$ cat src/rtl/clock_ctrl_if.sv
// Button inputs and step/mode outputs of the clock controller.
// master: controller side; slave: buttons and time stages side.
interface clock_ctrl_if;
    logic       btn_mode;
    logic       btn_up;
    logic       btn_down;
    logic       sec_step;
    logic       min_step;
    logic       hour_step;
    logic       dec;
    logic       enable;
    logic       sec_clr;
    logic [1:0] mode;
    logic       blink;

    modport master (
        input  btn_mode, btn_up, btn_down,
        output sec_step, min_step, hour_step,
        output dec, enable, sec_clr, mode, blink
    );

    modport slave (
        output btn_mode, btn_up, btn_down,
        input  sec_step, min_step, hour_step,
        input  dec, enable, sec_clr, mode, blink
    );
endinterface

$ cat src/rtl/clock_ctrl.sv
// Clock controller: button sync/debounce, mode FSM, 1 s prescaler,
// set-mode stepping with auto-repeat, blink.
// Ports: i_clk, i_rst_n (async low), if_ctrl (clock_ctrl_if.master).
module clock_ctrl #(
    parameter int TICK_DIV = 50000000,
    parameter int DEB_CYC  = 500000,
    parameter int REP_DLY  = 25000000,
    parameter int REP_PER  = 5000000
) (
    input  logic          i_clk,
    input  logic          i_rst_n,
    clock_ctrl_if.master  if_ctrl
);
    localparam int PW   = $clog2(TICK_DIV);
    localparam int DW   = $clog2(DEB_CYC + 1);
    localparam int RMAX = (REP_DLY > REP_PER) ? REP_DLY : REP_PER;
    localparam int RW   = $clog2(RMAX + 1);

    localparam int B_MODE = 0;
    localparam int B_UP   = 1;
    localparam int B_DN   = 2;

    typedef enum logic [1:0] {
        RUN      = 2'b00,
        SET_HOUR = 2'b01,
        SET_MIN  = 2'b10
    } mode_t;

    logic [2:0]         w_btn;
    logic [2:0]         r_sync1;
    logic [2:0]         r_sync2;
    logic [2:0]         r_deb;
    logic [2:0]         r_deb_d;
    logic [2:0][DW-1:0] r_deb_cnt;
    logic [2:0]         w_press;

    mode_t              r_mode;
    mode_t              w_mode_nxt;
    logic [PW-1:0]      r_presc;
    logic [PW-1:0]      w_presc_nxt;
    logic               r_enable;
    logic               r_sec_step;
    logic               r_min_step;
    logic               r_hour_step;
    logic               r_dec;
    logic               r_sec_clr;
    logic               r_blink;

    logic [RW-1:0]      r_rep_cnt;
    logic               r_rep_act;
    logic               r_rep_first;
    logic               r_rep_dn;

    logic               w_mode_ev;
    logic               w_both;
    logic               w_set;
    logic               w_any_press;
    logic               w_held;
    logic               w_rep_hit;
    logic               w_step;
    logic               w_step_dn;

    assign w_btn = {if_ctrl.btn_down, if_ctrl.btn_up, if_ctrl.btn_mode};

    // Press event: debounced level rose on the previous edge.
    assign w_press = r_deb & ~r_deb_d;

    always_ff @(posedge i_clk or negedge i_rst_n) begin
        if (!i_rst_n) begin
            r_sync1   <= '0;
            r_sync2   <= '0;
            r_deb     <= '0;
            r_deb_d   <= '0;
            r_deb_cnt <= '0;
        end else begin
            r_sync1 <= w_btn;
            r_sync2 <= r_sync1;
            r_deb_d <= r_deb;
            for (int i = 0; i < 3; i++) begin
                if (r_sync2[i] == r_deb[i]) begin
                    r_deb_cnt[i] <= '0;
                end else if (r_deb_cnt[i] == DW'(DEB_CYC - 1)) begin
                    r_deb[i]     <= r_sync2[i];
                    r_deb_cnt[i] <= '0;
                end else begin
                    r_deb_cnt[i] <= r_deb_cnt[i] + 1'b1;
                end
            end
        end
    end

    assign w_mode_ev   = w_press[B_MODE];
    assign w_both      = r_deb[B_UP] & r_deb[B_DN];
    assign w_set       = (r_mode != RUN) & ~w_mode_ev;
    assign w_any_press = w_press[B_UP] | w_press[B_DN];
    assign w_held      = r_rep_dn ? r_deb[B_DN] : r_deb[B_UP];
    assign w_rep_hit   = r_rep_first ? (r_rep_cnt == RW'(REP_DLY - 1))
                                     : (r_rep_cnt == RW'(REP_PER - 1));

    always_comb begin
        w_mode_nxt = r_mode;
        if (w_mode_ev) begin
            unique case (r_mode)
                RUN:      w_mode_nxt = SET_HOUR;
                SET_HOUR: w_mode_nxt = SET_MIN;
                default:  w_mode_nxt = RUN;
            endcase
        end
    end

    // Prescaler holds during the first enabled edge so the first
    // second lands TICK_DIV cycles after reset release.
    always_comb begin
        w_presc_nxt = r_presc;
        if (w_mode_ev)
            w_presc_nxt = '0;
        else if (!r_enable)
            w_presc_nxt = r_presc;
        else if (r_presc == PW'(TICK_DIV - 1))
            w_presc_nxt = '0;
        else
            w_presc_nxt = r_presc + 1'b1;
    end

    always_comb begin
        w_step    = 1'b0;
        w_step_dn = r_rep_dn;
        if (w_set && !w_both) begin
            if (w_any_press) begin
                w_step    = 1'b1;
                w_step_dn = w_press[B_DN];
            end else if (r_rep_act && w_held && w_rep_hit) begin
                w_step = 1'b1;
            end
        end
    end

    always_ff @(posedge i_clk or negedge i_rst_n) begin
        if (!i_rst_n) begin
            r_mode      <= RUN;
            r_presc     <= '0;
            r_enable    <= 1'b0;
            r_sec_step  <= 1'b0;
            r_min_step  <= 1'b0;
            r_hour_step <= 1'b0;
            r_dec       <= 1'b0;
            r_sec_clr   <= 1'b0;
            r_blink     <= 1'b0;
            r_rep_cnt   <= '0;
            r_rep_act   <= 1'b0;
            r_rep_first <= 1'b0;
            r_rep_dn    <= 1'b0;
        end else begin
            r_mode      <= w_mode_nxt;
            r_presc     <= w_presc_nxt;
            r_enable    <= 1'b1;
            r_sec_step  <= (w_mode_nxt == RUN) &&
                           (w_presc_nxt == PW'(TICK_DIV - 1));
            r_blink     <= (w_mode_nxt != RUN) &&
                           (w_presc_nxt < PW'(TICK_DIV / 2));
            r_sec_clr   <= w_mode_ev && (r_mode == SET_MIN);
            r_min_step  <= w_step && (r_mode == SET_MIN);
            r_hour_step <= w_step && (r_mode == SET_HOUR);

            if (w_mode_nxt == RUN)
                r_dec <= 1'b0;
            else if (w_step)
                r_dec <= w_step_dn;

            // A mode event, RUN, or both buttons held kill any repeat;
            // only a fresh press re-arms it.
            if (!w_set || w_both) begin
                r_rep_act <= 1'b0;
                r_rep_cnt <= '0;
            end else if (w_any_press) begin
                r_rep_act   <= 1'b1;
                r_rep_first <= 1'b1;
                r_rep_dn    <= w_press[B_DN];
                r_rep_cnt   <= '0;
            end else if (r_rep_act && w_held) begin
                if (w_rep_hit) begin
                    r_rep_cnt   <= '0;
                    r_rep_first <= 1'b0;
                end else begin
                    r_rep_cnt <= r_rep_cnt + 1'b1;
                end
            end else begin
                r_rep_act <= 1'b0;
                r_rep_cnt <= '0;
            end
        end
    end

    assign if_ctrl.sec_step  = r_sec_step;
    assign if_ctrl.min_step  = r_min_step;
    assign if_ctrl.hour_step = r_hour_step;
    assign if_ctrl.dec       = r_dec;
    assign if_ctrl.enable    = r_enable;
    assign if_ctrl.sec_clr   = r_sec_clr;
    assign if_ctrl.mode      = r_mode;
    assign if_ctrl.blink     = r_blink;
endmodule

$ cat src/flat_wrapper.sv
// flat-port wrapper written by rule: the top's interface ports become plain ports
module clock_ctrl_flat 
#(
    parameter int TICK_DIV = 50000000,
    parameter int DEB_CYC  = 500000,
    parameter int REP_DLY  = 25000000,
    parameter int REP_PER  = 5000000
)
  (i_clk, i_rst_n, if_ctrl_btn_mode, if_ctrl_btn_up, if_ctrl_btn_down, if_ctrl_sec_step, if_ctrl_min_step, if_ctrl_hour_step, if_ctrl_dec, if_ctrl_enable, if_ctrl_sec_clr, if_ctrl_mode, if_ctrl_blink);
  clock_ctrl_if if_ctrl_i ();
  input  logic i_clk;
  input  logic i_rst_n;
  input wire logic [$bits(if_ctrl_i.btn_mode)-1:0] if_ctrl_btn_mode;
  input wire logic [$bits(if_ctrl_i.btn_up)-1:0] if_ctrl_btn_up;
  input wire logic [$bits(if_ctrl_i.btn_down)-1:0] if_ctrl_btn_down;
  output wire logic [$bits(if_ctrl_i.sec_step)-1:0] if_ctrl_sec_step;
  output wire logic [$bits(if_ctrl_i.min_step)-1:0] if_ctrl_min_step;
  output wire logic [$bits(if_ctrl_i.hour_step)-1:0] if_ctrl_hour_step;
  output wire logic [$bits(if_ctrl_i.dec)-1:0] if_ctrl_dec;
  output wire logic [$bits(if_ctrl_i.enable)-1:0] if_ctrl_enable;
  output wire logic [$bits(if_ctrl_i.sec_clr)-1:0] if_ctrl_sec_clr;
  output wire logic [$bits(if_ctrl_i.mode)-1:0] if_ctrl_mode;
  output wire logic [$bits(if_ctrl_i.blink)-1:0] if_ctrl_blink;
  assign if_ctrl_i.btn_mode = if_ctrl_btn_mode;
  assign if_ctrl_i.btn_up = if_ctrl_btn_up;
  assign if_ctrl_i.btn_down = if_ctrl_btn_down;
  assign if_ctrl_sec_step = if_ctrl_i.sec_step;
  assign if_ctrl_min_step = if_ctrl_i.min_step;
  assign if_ctrl_hour_step = if_ctrl_i.hour_step;
  assign if_ctrl_dec = if_ctrl_i.dec;
  assign if_ctrl_enable = if_ctrl_i.enable;
  assign if_ctrl_sec_clr = if_ctrl_i.sec_clr;
  assign if_ctrl_mode = if_ctrl_i.mode;
  assign if_ctrl_blink = if_ctrl_i.blink;
  clock_ctrl #(.TICK_DIV(TICK_DIV), .DEB_CYC(DEB_CYC), .REP_DLY(REP_DLY), .REP_PER(REP_PER)) u_core (.i_clk(i_clk), .i_rst_n(i_rst_n), .if_ctrl(if_ctrl_i));
endmodule
$ cat config.mk
export PLATFORM = sky130hd
export DESIGN_NAME = clock_ctrl_flat
export DESIGN_NICKNAME = d
export VERILOG_FILES = /design/src/rtl/clock_ctrl_if.sv /design/src/rtl/clock_ctrl.sv /design/src/flat_wrapper.sv
export SDC_FILE = /design/constraint.sdc
export NUM_CORES = 1
export LEC_CHECK = 0
export CAP_MARGIN = 15
export CORE_MARGIN = 2
export CORE_UTILIZATION = 55
export DETAILED_ROUTE_END_ITERATION = 8
export PLACE_DENSITY = 0.72
export SYNTH_ARGS = -nofsm -noshare
export SYNTH_HDL_FRONTEND = slang
export SYNTH_SLANG_ARGS = --single-unit
$ cat constraint.sdc
create_clock -name i_clk -period 7.29 [get_ports i_clk]
set_input_delay 1.458 -clock i_clk [delete_from_list [all_inputs] [get_ports i_clk]]
set_output_delay 1.458 -clock i_clk [all_outputs]
set_load 0.005 [all_outputs]
# Word-level counts from Yosys, hierarchy flattened
# Index checks and enable logic that the tools add are counted.
# word_totals
register_bits	132
inputBits	5
output_inout_bits	9
wordCells	103
# classes
addsub	5
n_lt_le_gt_ge	1
n_eq_ne	13
muxes	30
bitwise_logic	10
reduce_logical	22
# op_table
operator	count
$mux W19	6
$mux W25	4
$mux W26	3
$add A19 B1 Y19 const B	3
$eq A19 B19 Y1 const B	3
$eq A26 B26 Y1 const B	2
$add A26 B1 Y26 const B	1
$lt A26 B25 Y1 const B	1
$add A25 B1 Y25 const B	1
$eq A25 B23 Y1 const B	1
$eq A25 B25 Y1 const B	1
$mux W1	15
$reduce_bool A2 Y1	5
$logic_and A1 B1 Y1	8
$reduce_and A2 Y1	3
$not A1 Y1	5
$logic_not A2 Y1	2
$pmux W2 S2	1
$and A3 B3 Y3	1
$eq A1 B1 Y1	3
$ne A3 B2 Y1 const B	1
$not A3 Y3	1
$reduce_and A3 Y1	1
$and A1 B1 Y1	2
other kinds (6)	7

# Depth between registers and ports, before layout
# logic_depth
ltp_word	8
mapped_depth	9
depth_no_buf	8

# Worst setup path after synthesis
# No wires, ideal clock.
# synth_path
path_kind	register -> register
startpoint	register u_core.r_rep_cnt[7]
endpoint	register u_core.r_rep_cnt[17]
setup_ps	119
arrival_ps	2314
t_required_ps	7171
slack_ps	4857
path_stages_with_launch	9
path_buffers	2
path_cell_list	dfrtp_1 > or4_1 > or4b_1 > or4_1 > a21oi_2 > or3_1 > buf_4 > buf_6 > nor2_1
# synth_via
elab_chain_len	6
# synth_rtl
element	line	text
start: declaration	clock_ctrl.sv:49	logic [RW-1:0] r_rep_cnt;
start signal: assignment	clock_ctrl.sv:185	r_rep_cnt <= r_rep_cnt + 1'b1;
branches (longest 2 deep; another with $add A25 B1 Y25)	--	
$mux W25 (*)	clock_ctrl.sv:181	if (w_rep_hit) begin
$mux W25 (*)	clock_ctrl.sv:180	end else if (r_rep_act && w_held) begin
$mux W25 (*)	clock_ctrl.sv:175	end else if (w_any_press) begin
$mux W25 (*)	clock_ctrl.sv:172	if (!w_set || w_both) begin
# Mark *: on every way between the ends.
# A chain may end at the register's enable or synchronous reset.

# Worst setup path in the final report
# layout_path
startpoint	register u_core.r_presc[0]
endpoint	register u_core.r_blink (netlist: u_core.if_ctrl.blink)
# layout_via
elab_chain_len	6
# layout_rtl
element	line	text
start: declaration	clock_ctrl.sv:39	logic [PW-1:0] r_presc;
start signal: assignment	clock_ctrl.sv:155	r_presc <= w_presc_nxt;
$add A26 B1 Y26 / $eq A26 B26 Y1 (equally long branches)	clock_ctrl.sv:122, clock_ctrl.sv:119	
$mux W26	clock_ctrl.sv:119	else if (r_presc == PW'(TICK_DIV - 1))
$mux W26 (*)	clock_ctrl.sv:117	else if (!r_enable)
$mux W26 (*)	clock_ctrl.sv:115	if (w_mode_ev)
$lt A26 B25 Y1 (*)	clock_ctrl.sv:160	(w_presc_nxt < PW'(TICK_DIV / 2));
$logic_and A1 B1 Y1 (*)	clock_ctrl.sv:159	r_blink <= (w_mode_nxt != RUN) &&
end signal: assignment	clock_ctrl.sv:159	
end: declaration	clock_ctrl.sv:47	logic r_blink;
# Every way passes the cells marked *; elsewhere a longest branch is shown, timed or not.

==> flow_summary_export.csv <==
group,metric,value,unit
run_status,status,"finished clean",
yosys,synth_top_family_by_area,"simple AND/OR/NAND/NOR gates",
global_route,gr-total-overflow,0,
layout,area_delta_synth_final,13.1,%
cts,cts_tree,"yes",
global_route,first_global_vias,4500,
setup_path,critical_path_class,"flip-flop to flip-flop",
timing,setup_viol,0,
pwr,p_seq_share,45.6,%
place,dp_hpwl,7510,um
yosys,synthSimpleGateAreaFrac,26.1,%
layout,antenna_cells,0,
pwr,p_leak,3.08,nW
pwr,netSwitchingPower,0.391,mW
pwr,p_comb_share,5.4,%
floorplanning,rows,39,
setup_path,critical_path_buf_inv_count,0,
yosys,syn_inst,644,
pwr,swShare,22.5,%
yosys,syn-num-nets,654,
layout,fin_nets,670,
floorplanning,die_h,111,um
yosys,avgSynthCellArea,9.78,um^2
setup_path,path_cells,"ha_1 > nand3_1 > or4_1 > o21ai_2 > o311ai_0 > a31oi_1 > o21ai_0 > a31oi_1",
setup_path,crit_arrival,3.56,ns
yosys,yosysUniqueCellTypes,46,
drt,wl_per_cell,14.1,um
place,place_ws,4.05,ns
drt,viasPerCell,5.51,
pwr,clkPwrFrac,48.9,%
drt,final_antenna_net_count,0,
global_route,antenna_found_initial,0,
global_route,grt_max_degree,82,
yosys,synth_top_cell_by_area,"dfrtp_1",
drt,vias,4493,
timing,whs,0.348,ns
setup_path,critPathMaxStageDelay,0.86,ns
cts,cts-hold-fix-buffers,0,
yosys,synth_compound_area_share,2.60,%
cts,h-tree-depth,4,
min_path,hold_class,"flip-flop to flip-flop",
yosys,ys_seq_area_share,52.4,%
job,maxCapViolations,0,
timing,relSlewSlack,28.1,%
setup_path,start_kind,"flip-flop",
setup_path,slowest_stage,"o21ai_2",
floorplanning,io_pins,14,
yosys,synth_warnings,0,
layout,layout_common_cells,"nor2_1, dfrtp_1, xor2_1",
global_route,grt_pass1_wl,20400,um
timing,finalMaxSlewViolations,0,
cts,cts_setup_buffers,0,
place,finalWeightedCongestion,0.886,
floorplanning,die-area,12300,um^2
drt,route.detailed.drc,0,
yosys,synth_ff_type,"dfrtp_1",
yosys,yosys.area_share.adder,0.993,%
setup_path,end_kind,"flip-flop",
yosys,yosys-top-cells-area,"dfrtp_1, nor2_1, xor2_1, xnor2_1, nand3_1",
timing,setup_slack,4.06,ns
timing,fin_setup_tns,0,ns
layout,drive_gt1_share,6.69,%
setup_path,cp_top_family,"compound AO/OA/AOI/OAI gates",
floorplanning,start_util,55.7,%
setup_path,path_max_fanout,28,
pwr,p_total,1.74,mW
timing,max_slew.worst_pin.slew,1.08,ns
yosys,synth.mux.area_fraction,1.35,%
timing,min_period_over_period,44.3,%
setup_path,worst_path_most_repeated_cell,"a31oi_1",
floorplanning,dieWidth,111,um
timing,period_minus_slack,3.23,ns
yosys,synth-edff-count,0,
pwr,p_int,1.35,mW
yosys,netlist_area,6300,um^2
cts,clk_pin_slew,0.06,ns
timing,rsz0062_at_grt,"no",
drt,drt_iter0_markers,418,
yosys,ys_seq_elements,132,
timing,skew,0.00458,ns
drt,wirelength,11500,um
setup_path,crit_required,7.62,ns
place,io_buffers,13,
yosys,async_flop_share,100,%
yosys,synth_top_area_share,52.4,%
global_route,track_usage,20.3,%
pwr,vdd_drop_max,0.238,mV
cts,root_buffer,"clkbuf_16",
timing,finalHoldViolCount,0,
pwr,power_density,244,nW/um^2
cts,cts_resized,0,
cts,cts.sinks,132,
yosys,synth_xor_area_share,14.2,%
place,place_inst,784,
cts,clock_latency,0.41,ns
layout,fin_cells,816,
drt,drtPass1Iterations,4,
timing,fmax,310,MHz
cts,clockBufferDepth,2,
floorplanning,core,11300,um^2
cts,cts_buffers,17,
-- synth_stat cells (2+ instances only) --
library cell,n
a21oi_1,3
dfrtp_1,132
nand4b_1,3
nor3_1,14
or4_1,3
a31oi_1,3
nor4b_1,2
inv_1,16
buf_6,2
xnor2_1,46
nand4_1,25
nand2b_1,4
clkbuf_1,13
and3_1,24
nor2b_1,7
mux2i_1,4
or3_1,3
nand2_1,51
nand3_1,42
and4_1,7
nor2_1,132
or2_2,6
ha_1,5
o21ai_0,6
nor4_2,2
a211oi_1,2
nor4_1,10
xor2_1,56
mux2_2,4
-- sequential cells by signal, indices dropped and copies added (netlist names), 2 cells and up --
signal / count
u_core.r_deb: 3
u_core.r_deb_d: 3
u_core.r_rep_cnt: 25
u_core.if_ctrl.mode: 2
u_core.r_sync2: 3
u_core.r_deb_cnt: 57
u_core.r_sync1: 3
u_core.r_presc: 26
-- stage by stage --
stage               instance area (um^2)  util (%)
floorplan                           6300         -
global placement                    6540      57.7
detailed placement                  6540      57.7
CTS                                 7130      63.0
global route                        7130      63.0
finish                              7130      63.0
-- routing by layer --
layer,track usage [%],up-vias,part of all wire [%]
li1,-,2207,-
met1,27.4,2195,47
met2,31.3,72,47
met3,5.96,19,3.6
met4,7.82,0,1.8
met5,0,-,0
-- cells by family (layout without fill, tap and decap cells) --
group,count (synthesis),in the layout
xor gates and xnor gates,102,102
DFF,132,132
other,1,1
adders and majority gates,5,5
buffers and inverters,33,62
AOI/OAI and AO/OA,24,24
and+or+nand+nor,339,339
muxes,8,8
-- worst paths after layout --
path                                             startpoint                              to  slack (ns)  cells past startpoint
worst max-delay path            u_core.r_presc[0]$_DFF_PN0_  u_core.if_ctrl.blink$_DFF_PN0_        4.06                      8
min in group asynchronous                           i_rst_n  u_core.r_deb_cnt[24]$_DFF_PN0_        0.98                      1
worst min register to register  u_core.r_sync1[1]$_DFF_PN0_     u_core.r_sync2[1]$_DFF_PN0_        0.35                      0
worst max register to register  u_core.r_presc[0]$_DFF_PN0_  u_core.if_ctrl.blink$_DFF_PN0_        4.06                      8
max in group asynchronous                           i_rst_n     u_core.r_presc[9]$_DFF_PN0_        4.93                      2
worst min-delay path            u_core.r_sync1[1]$_DFF_PN0_     u_core.r_sync2[1]$_DFF_PN0_        0.35                      0
-- power by group through the flow --
stage | logic, mW | clock network (mW) | registers (mW)
floorplan | 0.0741 | 0 | 0.788
global placement | 0.0913 | 0 | 0.801
detailed placement | 0.0945 | 0 | 0.804
CTS | 0.0965 | 0.866 | 0.792
global route | 0.109 | 0.908 | 0.798
finish | 0.0943 | 0.850 | 0.793
-- layout make-up --
type / count / area [um^2]
Fill cell: 906 / 4190
Sequential cell: 132 / 3300
Multi-Input combinational cell: 479 / 2850
Clock buffer: 22 / 464
Tap cell: 143 / 179
Timing Repair Buffer: 14 / 139
Clock inverter: 10 / 130
Inverter: 16 / 60.1
Power figures use the tool's default switching activity.
